<file path="src/rtl/rv32i_hazard_scoreboard_pkg.sv">
// Shared scoreboard types and constants for the RV32i hazard/forwarding unit.
// Pure declarations: no logic, no latency, no backpressure.
package rv32i_hazard_scoreboard_pkg;

    localparam int          FWD_SEL_RF = 0;
    localparam logic [31:0] NOP_INSTR  = 32'h00000013;

    typedef struct packed {
        logic       valid;
        logic [4:0] rd;
        logic       we;
        logic       is_load;
    } sb_entry_t;

endpackage

</file>
<file path="src/rtl/rv32i_hazard_match.sv">
// Priority comparator of one source operand against every in-flight scoreboard entry.
// Purely combinational; stage 0 (youngest) wins when several stages match.
module rv32i_hazard_match #(
    parameter int NB_STAGES  = 3,
    parameter int REG_ADDR_W = 5,
    parameter bit FORWARD_EN = 1'b1,
    parameter int LOAD_STAGE = 1,
    parameter int SEL_W      = 2
) (
    input  logic [REG_ADDR_W-1:0]           rs,
    input  logic                            rs_re,
    input  logic [NB_STAGES-1:0]            ent_valid,
    input  logic [NB_STAGES-1:0]            ent_we,
    input  logic [NB_STAGES-1:0]            ent_load,
    input  logic [NB_STAGES*REG_ADDR_W-1:0] ent_rd,
    output logic                            hazard,
    output logic [SEL_W-1:0]                sel
);

    logic found;
    logic hit;

    always_comb begin
        hazard = 1'b0;
        sel    = '0;
        found  = 1'b0;
        hit    = 1'b0;
        for (int k = 0; k < NB_STAGES; k++) begin
            hit = ent_valid[k] && ent_we[k] && rs_re && (rs != '0) &&
                  (ent_rd[k*REG_ADDR_W +: REG_ADDR_W] == rs);
            if (!FORWARD_EN) begin
                if (hit) hazard = 1'b1;
            end else if (hit && !found) begin
                found = 1'b1;
                // Load data only exists from LOAD_STAGE onward; younger loads must stall.
                if (ent_load[k] && (k < LOAD_STAGE)) hazard = 1'b1;
                else                                 sel    = SEL_W'(k + 1);
            end
        end
    end

endmodule

</file>
<file path="src/rtl/rv32i_hazard_scoreboard.sv">
// Scoreboard of in-flight destinations: forwarding selects, load-use stall, pending bitmap, stall counter.
// Outputs are combinational from DEC inputs and registered entries; hold_i freezes the pipe except flush of EXEC.
module rv32i_hazard_scoreboard
    import rv32i_hazard_scoreboard_pkg::*;
#(
    parameter int  NB_REGS    = 32,
    parameter int  NB_STAGES  = 3,
    parameter bit  FORWARD_EN = 1'b1,
    parameter int  LOAD_STAGE = 1,
    parameter int  CNT_W      = 16,
    localparam int REG_ADDR_W = $clog2(NB_REGS),
    localparam int SEL_W      = $clog2(NB_STAGES + 1)
) (
    input  logic                  clk_i,
    input  logic                  resetn_i,
    input  logic                  dec_valid_i,
    input  logic [REG_ADDR_W-1:0] dec_rs1_i,
    input  logic                  dec_rs1_re_i,
    input  logic [REG_ADDR_W-1:0] dec_rs2_i,
    input  logic                  dec_rs2_re_i,
    input  logic [REG_ADDR_W-1:0] dec_rd_i,
    input  logic                  dec_rd_we_i,
    input  logic                  dec_is_load_i,
    input  logic                  flush_i,
    input  logic                  hold_i,
    output logic                  stall_o,
    output logic [SEL_W-1:0]      fwd_rs1_sel_o,
    output logic [SEL_W-1:0]      fwd_rs2_sel_o,
    output logic [NB_REGS-1:0]    pending_o,
    output logic [CNT_W-1:0]      stall_count_o
);

    sb_entry_t                     ent_q [NB_STAGES];
    sb_entry_t                     dec_ent;
    logic [CNT_W-1:0]              cnt_q;
    logic [NB_STAGES-1:0]          ent_valid, ent_we, ent_load;
    logic [NB_STAGES*REG_ADDR_W-1:0] ent_rd;
    logic                          hazard1, hazard2;
    logic [SEL_W-1:0]              sel1, sel2;

    always_comb begin
        ent_valid = '0;
        ent_we    = '0;
        ent_load  = '0;
        ent_rd    = '0;
        pending_o = '0;
        for (int k = 0; k < NB_STAGES; k++) begin
            ent_valid[k] = ent_q[k].valid;
            ent_we[k]    = ent_q[k].we;
            ent_load[k]  = ent_q[k].is_load;
            ent_rd[k*REG_ADDR_W +: REG_ADDR_W] = ent_q[k].rd;
            if (ent_q[k].valid && ent_q[k].we) pending_o[ent_q[k].rd] = 1'b1;
        end
        pending_o[0] = 1'b0;
    end

    rv32i_hazard_match #(
        .NB_STAGES (NB_STAGES), .REG_ADDR_W(REG_ADDR_W), .FORWARD_EN(FORWARD_EN),
        .LOAD_STAGE(LOAD_STAGE), .SEL_W(SEL_W)
    ) u_match_rs1 (
        .rs(dec_rs1_i), .rs_re(dec_rs1_re_i), .ent_valid(ent_valid), .ent_we(ent_we),
        .ent_load(ent_load), .ent_rd(ent_rd), .hazard(hazard1), .sel(sel1)
    );

    rv32i_hazard_match #(
        .NB_STAGES (NB_STAGES), .REG_ADDR_W(REG_ADDR_W), .FORWARD_EN(FORWARD_EN),
        .LOAD_STAGE(LOAD_STAGE), .SEL_W(SEL_W)
    ) u_match_rs2 (
        .rs(dec_rs2_i), .rs_re(dec_rs2_re_i), .ent_valid(ent_valid), .ent_we(ent_we),
        .ent_load(ent_load), .ent_rd(ent_rd), .hazard(hazard2), .sel(sel2)
    );

    always_comb begin
        stall_o       = (hazard1 || hazard2) && dec_valid_i && !flush_i;
        fwd_rs1_sel_o = (stall_o || !dec_valid_i) ? SEL_W'(FWD_SEL_RF) : sel1;
        fwd_rs2_sel_o = (stall_o || !dec_valid_i) ? SEL_W'(FWD_SEL_RF) : sel2;
        stall_count_o = cnt_q;

        dec_ent         = '0;
        dec_ent.valid   = 1'b1;
        dec_ent.rd      = dec_rd_i;
        dec_ent.we      = dec_rd_we_i && (dec_rd_i != '0);
        dec_ent.is_load = dec_is_load_i;
    end

    always_ff @(posedge clk_i) begin
        if (!resetn_i) begin
            for (int k = 0; k < NB_STAGES; k++) ent_q[k] <= '0;
            cnt_q <= '0;
        end else begin
            if (!hold_i) begin
                for (int k = 1; k < NB_STAGES; k++) ent_q[k] <= ent_q[k-1];
                ent_q[0] <= (stall_o || flush_i || !dec_valid_i) ? '0 : dec_ent;
            end else if (flush_i) begin
                ent_q[0].valid <= 1'b0;
            end
            if (stall_o && !hold_i && !(&cnt_q)) cnt_q <= cnt_q + 1'b1;
        end
    end

endmodule

</file>
<file path="config.mk">
export PLATFORM = sky130hd
export DESIGN_NAME = rv32i_hazard_scoreboard
export DESIGN_NICKNAME = d
export VERILOG_FILES = /design/src/rtl/rv32i_hazard_scoreboard_pkg.sv /design/src/rtl/rv32i_hazard_match.sv /design/src/rtl/rv32i_hazard_scoreboard.sv
export SDC_FILE = /design/constraint.sdc
export NUM_CORES = 1
export LEC_CHECK = 0
export BUFFER_PORTS_ARGS = -buffer_cell sky130_fd_sc_hd__clkbuf_2
export CAP_MARGIN = 20
export CORE_MARGIN = 2
export CORE_UTILIZATION = 50
export CTS_CLUSTER_DIAMETER = 200
export DETAILED_ROUTE_END_ITERATION = 8
export PLACE_DENSITY = 0.81
export SLEW_MARGIN = 20
export SYNTH_ARGS = -nofsm -noshare
export SYNTH_HDL_FRONTEND = slang
export SYNTH_SLANG_ARGS = --single-unit
</file>
<file path="constraint.sdc">
create_clock -name clk_i -period 3.4 [get_ports clk_i]
set_clock_uncertainty 0.15 [all_clocks]
set_input_delay 0.68 -clock clk_i [delete_from_list [all_inputs] [get_ports clk_i]]
set_output_delay 0.68 -clock clk_i [all_outputs]
set_load 0.005 [all_outputs]
</file>
== After elaboration in Yosys (flattened, before gate mapping) ==
Memories as Yosys holds them, arrays and structs flattened.
Cells that the tools add are included.

* Register bits after elaboration: 16
* RAM bits: 24
* Input port bits: 24
* Output and inout port bits: 53
* Word-level logic and storage cells: 108
* Memories: 1

* $add $sub $neg: 1
* Magnitude comparators: 6
* Eq/ne operators: 6
* Muxes and demuxes: 38
* Bitwise logic cells: 6
* Reductions and logical operators: 49

{| class="wikitable"
|+ Memory list
! name !! depth !! width !! read ports !! clocked after Yosys merged registers in !! write ports !! RTL line !! RTL
|-
| ent_q || 3 || 8 || 3 || 0 || 3 || rv32i_hazard_scoreboard.sv:33 || <nowiki>sb_entry_t ent_q [NB_STAGES];</nowiki>
|}

{| class="wikitable"
|+ Operators by type and width
! operator !! count
|-
| $mux 32 || 3
|-
| $or 32x32->32 || 2
|-
| $logic_and 1x1->1 || 33
|-
| $mux 8 || 4
|-
| $eq 5x5->1 || 6
|-
| $mux 1 || 22
|-
| $lt 5x6->1 const B || 3
|-
| $add 16x1->16 const B || 1
|-
| $reduce_and 16->1 || 1
|-
| $demux 1 s5 || 3
|-
| $ge 5x1->1 const B || 3
|-
| $reduce_bool 5->1 || 3
|-
| $mux 2 || 6
|-
| $logic_not 1->1 || 8
|-
| $logic_or 1x1->1 || 4
|-
| $or 1x1->1 || 4
|}

== Logic depth before layout (Yosys ltp) ==
An unclocked memory read counts as a cell.

* Depth in word-level cells: 14
* Gate-level depth with buffers: 8

== Modules after synthesis ==
A second synthesis with hierarchy kept.

* Cells, all modules: 376
* Area, all modules: 3,072.9 um^2

{| class="wikitable"
|+ Modules (own cells, without submodules)
! module !! instances !! cells each !! area each (um^2) !! sequential area each (um^2)
|-
| rv32i_hazard_scoreboard || 1 || 314 || 2,560.0 || 1,041.0
|-
| rv32i_hazard_match || 2 || 31 || 256.5 || 0.0
|}

== Least setup slack after synthesis ==
No wires, ideal clock.

* Path type: input -> output
* From: input port dec_rs2_i[0]
* To: output port fwd_rs2_sel_o[1]
* Arrival time: 2,212 ps
* Required time: 2,570 ps
* Slack: 358 ps
* Stages: 7
* Buffers on the path: 1
* Cell sequence: or4_1 > o211ai_1 > nor4_4 > nor2_2 > buf_6 > o21ai_0 > nor3b_1

* Word-level cells in the longest chain between the ends: 11
* Elaborated cells on any way between the ends: 24

{| class="wikitable"
|+ Ends and longest elaborated chain
! element !! RTL line !! RTL
|-
| from (decl) || rv32i_hazard_scoreboard.sv:19 || <nowiki>input logic [REG_ADDR_W-1:0] dec_rs2_i,</nowiki>
|-
| $reduce_bool 5->1 || rv32i_hazard_match.sv:29 || <nowiki>hit = ent_valid[k] && ent_we[k] && rs_re && (rs != '0) &&</nowiki>
|-
| $logic_and 1x1->1 (2 in series) || rv32i_hazard_match.sv:29 ||
|-
| $mux 1 || rv32i_hazard_match.sv:33 || <nowiki>end else if (hit && !found) begin</nowiki>
|-
| $logic_not 1->1 || rv32i_hazard_match.sv:33 ||
|-
| $logic_and 1x1->1 || rv32i_hazard_match.sv:33 ||
|-
| $mux 1 || rv32i_hazard_match.sv:33 ||
|-
| $logic_not 1->1 || rv32i_hazard_match.sv:33 ||
|-
| $logic_and 1x1->1 || rv32i_hazard_match.sv:33 ||
|-
| $mux 2 || rv32i_hazard_match.sv:33 ||
|-
| $mux 2 * || rv32i_hazard_scoreboard.sv:76 || <nowiki>fwd_rs2_sel_o = (stall_o || !dec_valid_i) ? SEL_W'(FWD_SEL_RF) : sel2;</nowiki>
|-
| to (decl) || rv32i_hazard_scoreboard.sv:28 || <nowiki>output logic [SEL_W-1:0] fwd_rs2_sel_o,</nowiki>
|}

Mark *: on every way between the ends. The rest lies on a longest branch, timed or not.

== Worst setup path in the final report ==
* From: input port dec_rs2_i[0]
* To: output port fwd_rs1_sel_o[1]

* Word-level cells in the longest chain between the ends: 9
* Elaborated cells on any way between the ends: 10

{| class="wikitable"
|+ Ends and longest elaborated chain
! element !! RTL line !! RTL
|-
| $reduce_bool 5->1 || rv32i_hazard_match.sv:29 ||
|-
| $logic_and 1x1->1 || rv32i_hazard_match.sv:29 ||
|-
| $logic_and 1x1->1 * || rv32i_hazard_match.sv:29 ||
|-
| $mux 1 * || rv32i_hazard_match.sv:33 ||
|-
| $logic_or 1x1->1 * || rv32i_hazard_scoreboard.sv:74 || <nowiki>stall_o = (hazard1 || hazard2) && dec_valid_i && !flush_i;</nowiki>
|-
| $logic_and 1x1->1 * (2 in series) || rv32i_hazard_scoreboard.sv:74 ||
|-
| $logic_or 1x1->1 * || rv32i_hazard_scoreboard.sv:75 || <nowiki>fwd_rs1_sel_o = (stall_o || !dec_valid_i) ? SEL_W'(FWD_SEL_RF) : sel1;</nowiki>
|-
| $mux 2 * || rv32i_hazard_scoreboard.sv:75 ||
|-
| to (decl) || rv32i_hazard_scoreboard.sv:27 || <nowiki>output logic [SEL_W-1:0] fwd_rs1_sel_o,</nowiki>
|}

Marks and branches as above.

==> results.toml <==
[yosys]
ys_seq_area_share_pct = 33.0
synth_common_cells = "nand2_1, a22oi_1, xnor2_1"
yosys_warnings = 0
syn_inst = 366
synth_top_cell_by_area = "edfxtp_1"
synth_edf_count = 22
post-synth-top-count-cell = "nand2_1"
syn_area_per_cell_sq_um = 8.12
ys_top_cells_by_area = "edfxtp_1, dfxtp_1, nand2_1"
synth_top_area_share_pct = 22.2
ys_seq_elements = 38
ys_types = 46
synth_nets = 391
synth_area_sq_um = 2970
synth-main-ff-cell = "edfxtp_1"
ys_async_sr_fraction_pct = 0

[pwr]
p_total_mw = 1.11
p_sw_mw = 0.289
p_int_mw = 0.825
clkPwrFrac_pct = 40.1
seqPwrFrac_pct = 47.9
ir_drop_mv = 0.227
comb_power_share_pct = 11.9
p_leak_nw = 1.51
swShare_pct = 25.9
power.density_nw_per_um2 = 311

[cells_and_area]
seqCellArea_sq_um = 981
fin_nets = 467
nFillCells = 509
final_core_util_pct = 61.6
drive_above_1_share_pct = 24.6
antenna_cells = 0
area_growth_pct = 20.6
multi_input_area_sq_um = 1850
fin_cells = 518
fin_area_sq_um = 3580

[critical_path]
critPathLaunchType = "primary input"
worstPathArrival_ns = 2.44
timing.rr.end = "stall_count_o[11]"
crit_path_end = "fwd_rs1_sel_o[1]"
end_kind = "output pin"
reg2reg_from = "ent_q[0][6]"
crit_fanout = 4
path_common_cell = "clkbuf_2"
rrSetupSlack_ns = 0.82
cp_data_required_time_ns = 2.57
slowest_stage = "or4_1"
critical_path.top_delay_family = "simple AND/OR/NAND/NOR gates"
cp_cell_sequence = "clkbuf_2, or4_1, o211ai_1, nor4_4, nor2_2, o21ai_1, a211oi_1, clkbuf_2"
rr_worst_depth = 7
crit_start = "dec_rs2_i[0]"
critPathBufInv = 2
path_class = "primary input to output pin"
critPathMaxStageDelay_ns = 0.55
cp.depth = 8

[global_routing]
grt_max_degree = 22
use_met1_pct = 36.3
grt-ovfl-total = 0
busiest_layer = "met2"
grt_use_met2_pct = 45.3
antenna_found_initial = 0
first_global_vias = 2898
use_met3_pct = 3.89
track_usage_pct = 27.1
grt_pass1_wl_um = 14100

[clock_network]
numCtsBuffers = 5
cts_tree = "yes"
cts_max_path_buffers = 2
cts.clk_slew.worst_paths_ns = 0.08
cts_hold_buf = 0
cts_setup_buffers = 0
clock_latency_ns = 0.30
clock_sinks = 38
htreeDepth = 2
clock_tree.root_cell = "clkbuf_8"

[timing]
post-route-period-util_pct = 96.1
max-slew-margin-rel_pct = 39.9
fin_crit_ns = 3.27
setup_viol_count_final = 0
rsz0062_at_grt = "false"
finalMaxSlewViolations = 0
fin_tns_setup_ns = 0
worst_slack_ns = 0.131
hold_ws_ns = 0.346
fmax_mhz = 306
hold_viol = 0
tightest_slew_ns = 0.900

[floorplan]
start_util_pct = 51.1
io_pins = 77
die_w_um = 81.1
fp-row-count = 28
core_sq_um = 5820
die_area_sq_um = 6580
dieHeight_um = 81.1

[detailed_routing]
firstDrtPassIters = 5
via_count = 3153
drt_iter0_markers = 362
wirelength_um = 8400
wl_per_cell_um = 16.2
antenna_left = 0
drc = 0
viasPerCell = 6.09

[placement]
finalWeightedCongestion = 0.881
placed_cell_area_sq_um = 3450
placed_cells = 510
port_buffers = 75
dp_slack_ns = 0.157
place.detailed.hpwl_um = 6070

[run_status]
status = "complete, no violations"

[flow_run]
cap_violations = 0

[min_path]
hold_class = "flop to flop"
power by group through the flow:
stage	clock network (mW)	logic, mW	registers [mW]
2_1_floorplan	0	0.103	0.520
3_3_place_gp	0	0.127	0.544
3_5_place_dp	0	0.130	0.544
4_1_cts	0.446	0.131	0.533
5_1_grt	0.466	0.145	0.537
6_report	0.447	0.133	0.534
state kept, by name (all words and copies together), names as in the netlist:
signal / flops
stall_count_o: 16
ent_q: 22
cell type report:
type	instances	share of cell area (%)
Clock buffer	6	2.62
Clock inverter	2	1.08
Inverter	11	1.15
Multi-Input combinational cell	296	51.6
Sequential cell	38	27.4
Tap cell	75	2.62
Timing Repair Buffer	90	13.6
worst reg2reg max path, stage by stage (launching register included):
cell	delay [ns]
edfxtp_1	0.59
xnor2_1	0.23
nand4_1	0.16
nor4_4	0.33
buf_4	0.22
o2111ai_1	0.28
or3_1	0.40
a21oi_1	0.16
how the worst min path moves through the flow:
stage                                  from                end  slack [ns]  depth (start not counted)
final                     stall_count_o[12]  stall_count_o[12]        0.35                          2
after global routing      stall_count_o[12]  stall_count_o[12]        0.38                          2
after CTS                 stall_count_o[12]  stall_count_o[12]        0.34                          2
after detailed placement  stall_count_o[12]  stall_count_o[12]        0.33                          2
after global placement    stall_count_o[12]  stall_count_o[12]        0.31                          2
after floorplan           stall_count_o[12]  stall_count_o[12]        0.30                          2
cells in the final DEF (no fill, tap or decap), types with 3 or more instances in the layout:
master,n
clkbuf_2,75
and4_1,3
nand2_1,71
and3_1,4
nand4_1,9
o21a_1,5
buf_4,15
edfxtp_1,22
nor3b_1,15
o21ai_0,10
xnor2_1,23
dfxtp_1,16
a21oi_1,13
and2_1,19
nor3_1,10
and3b_1,6
nor2_1,12
o211ai_1,4
nand3_1,12
xor2_1,9
clkbuf_8,5
inv_1,11
or4_1,9
a22oi_1,29
or3_1,6
layer usage:
layer	share of wire, %	wire [um]
met1	42	3510
met2	46	3890
met3	9.9	834
met4	2.1	174
met5	0	0
what timing repair did:
action	CTS	global route
endpoints found under the setup margin	0	1
endpoints found under the hold margin	0	0
gates resized for setup	0	1
cells by family after synthesis:
kind of cell	Yosys count	share of synthesized area (%)
AO/OA/AOI/OAI	73	17.0
AND/OR/NAND/NOR	188	34.8
other	1	0.126
adder cells (fa/ha/maj)	1	0.421
XOR/XNOR	32	9.43
flip-flops	38	33.0
buffers and inverters	32	4.84
multiplexers	1	0.379
No activity file was read; power rests on OpenSTA's default activity.
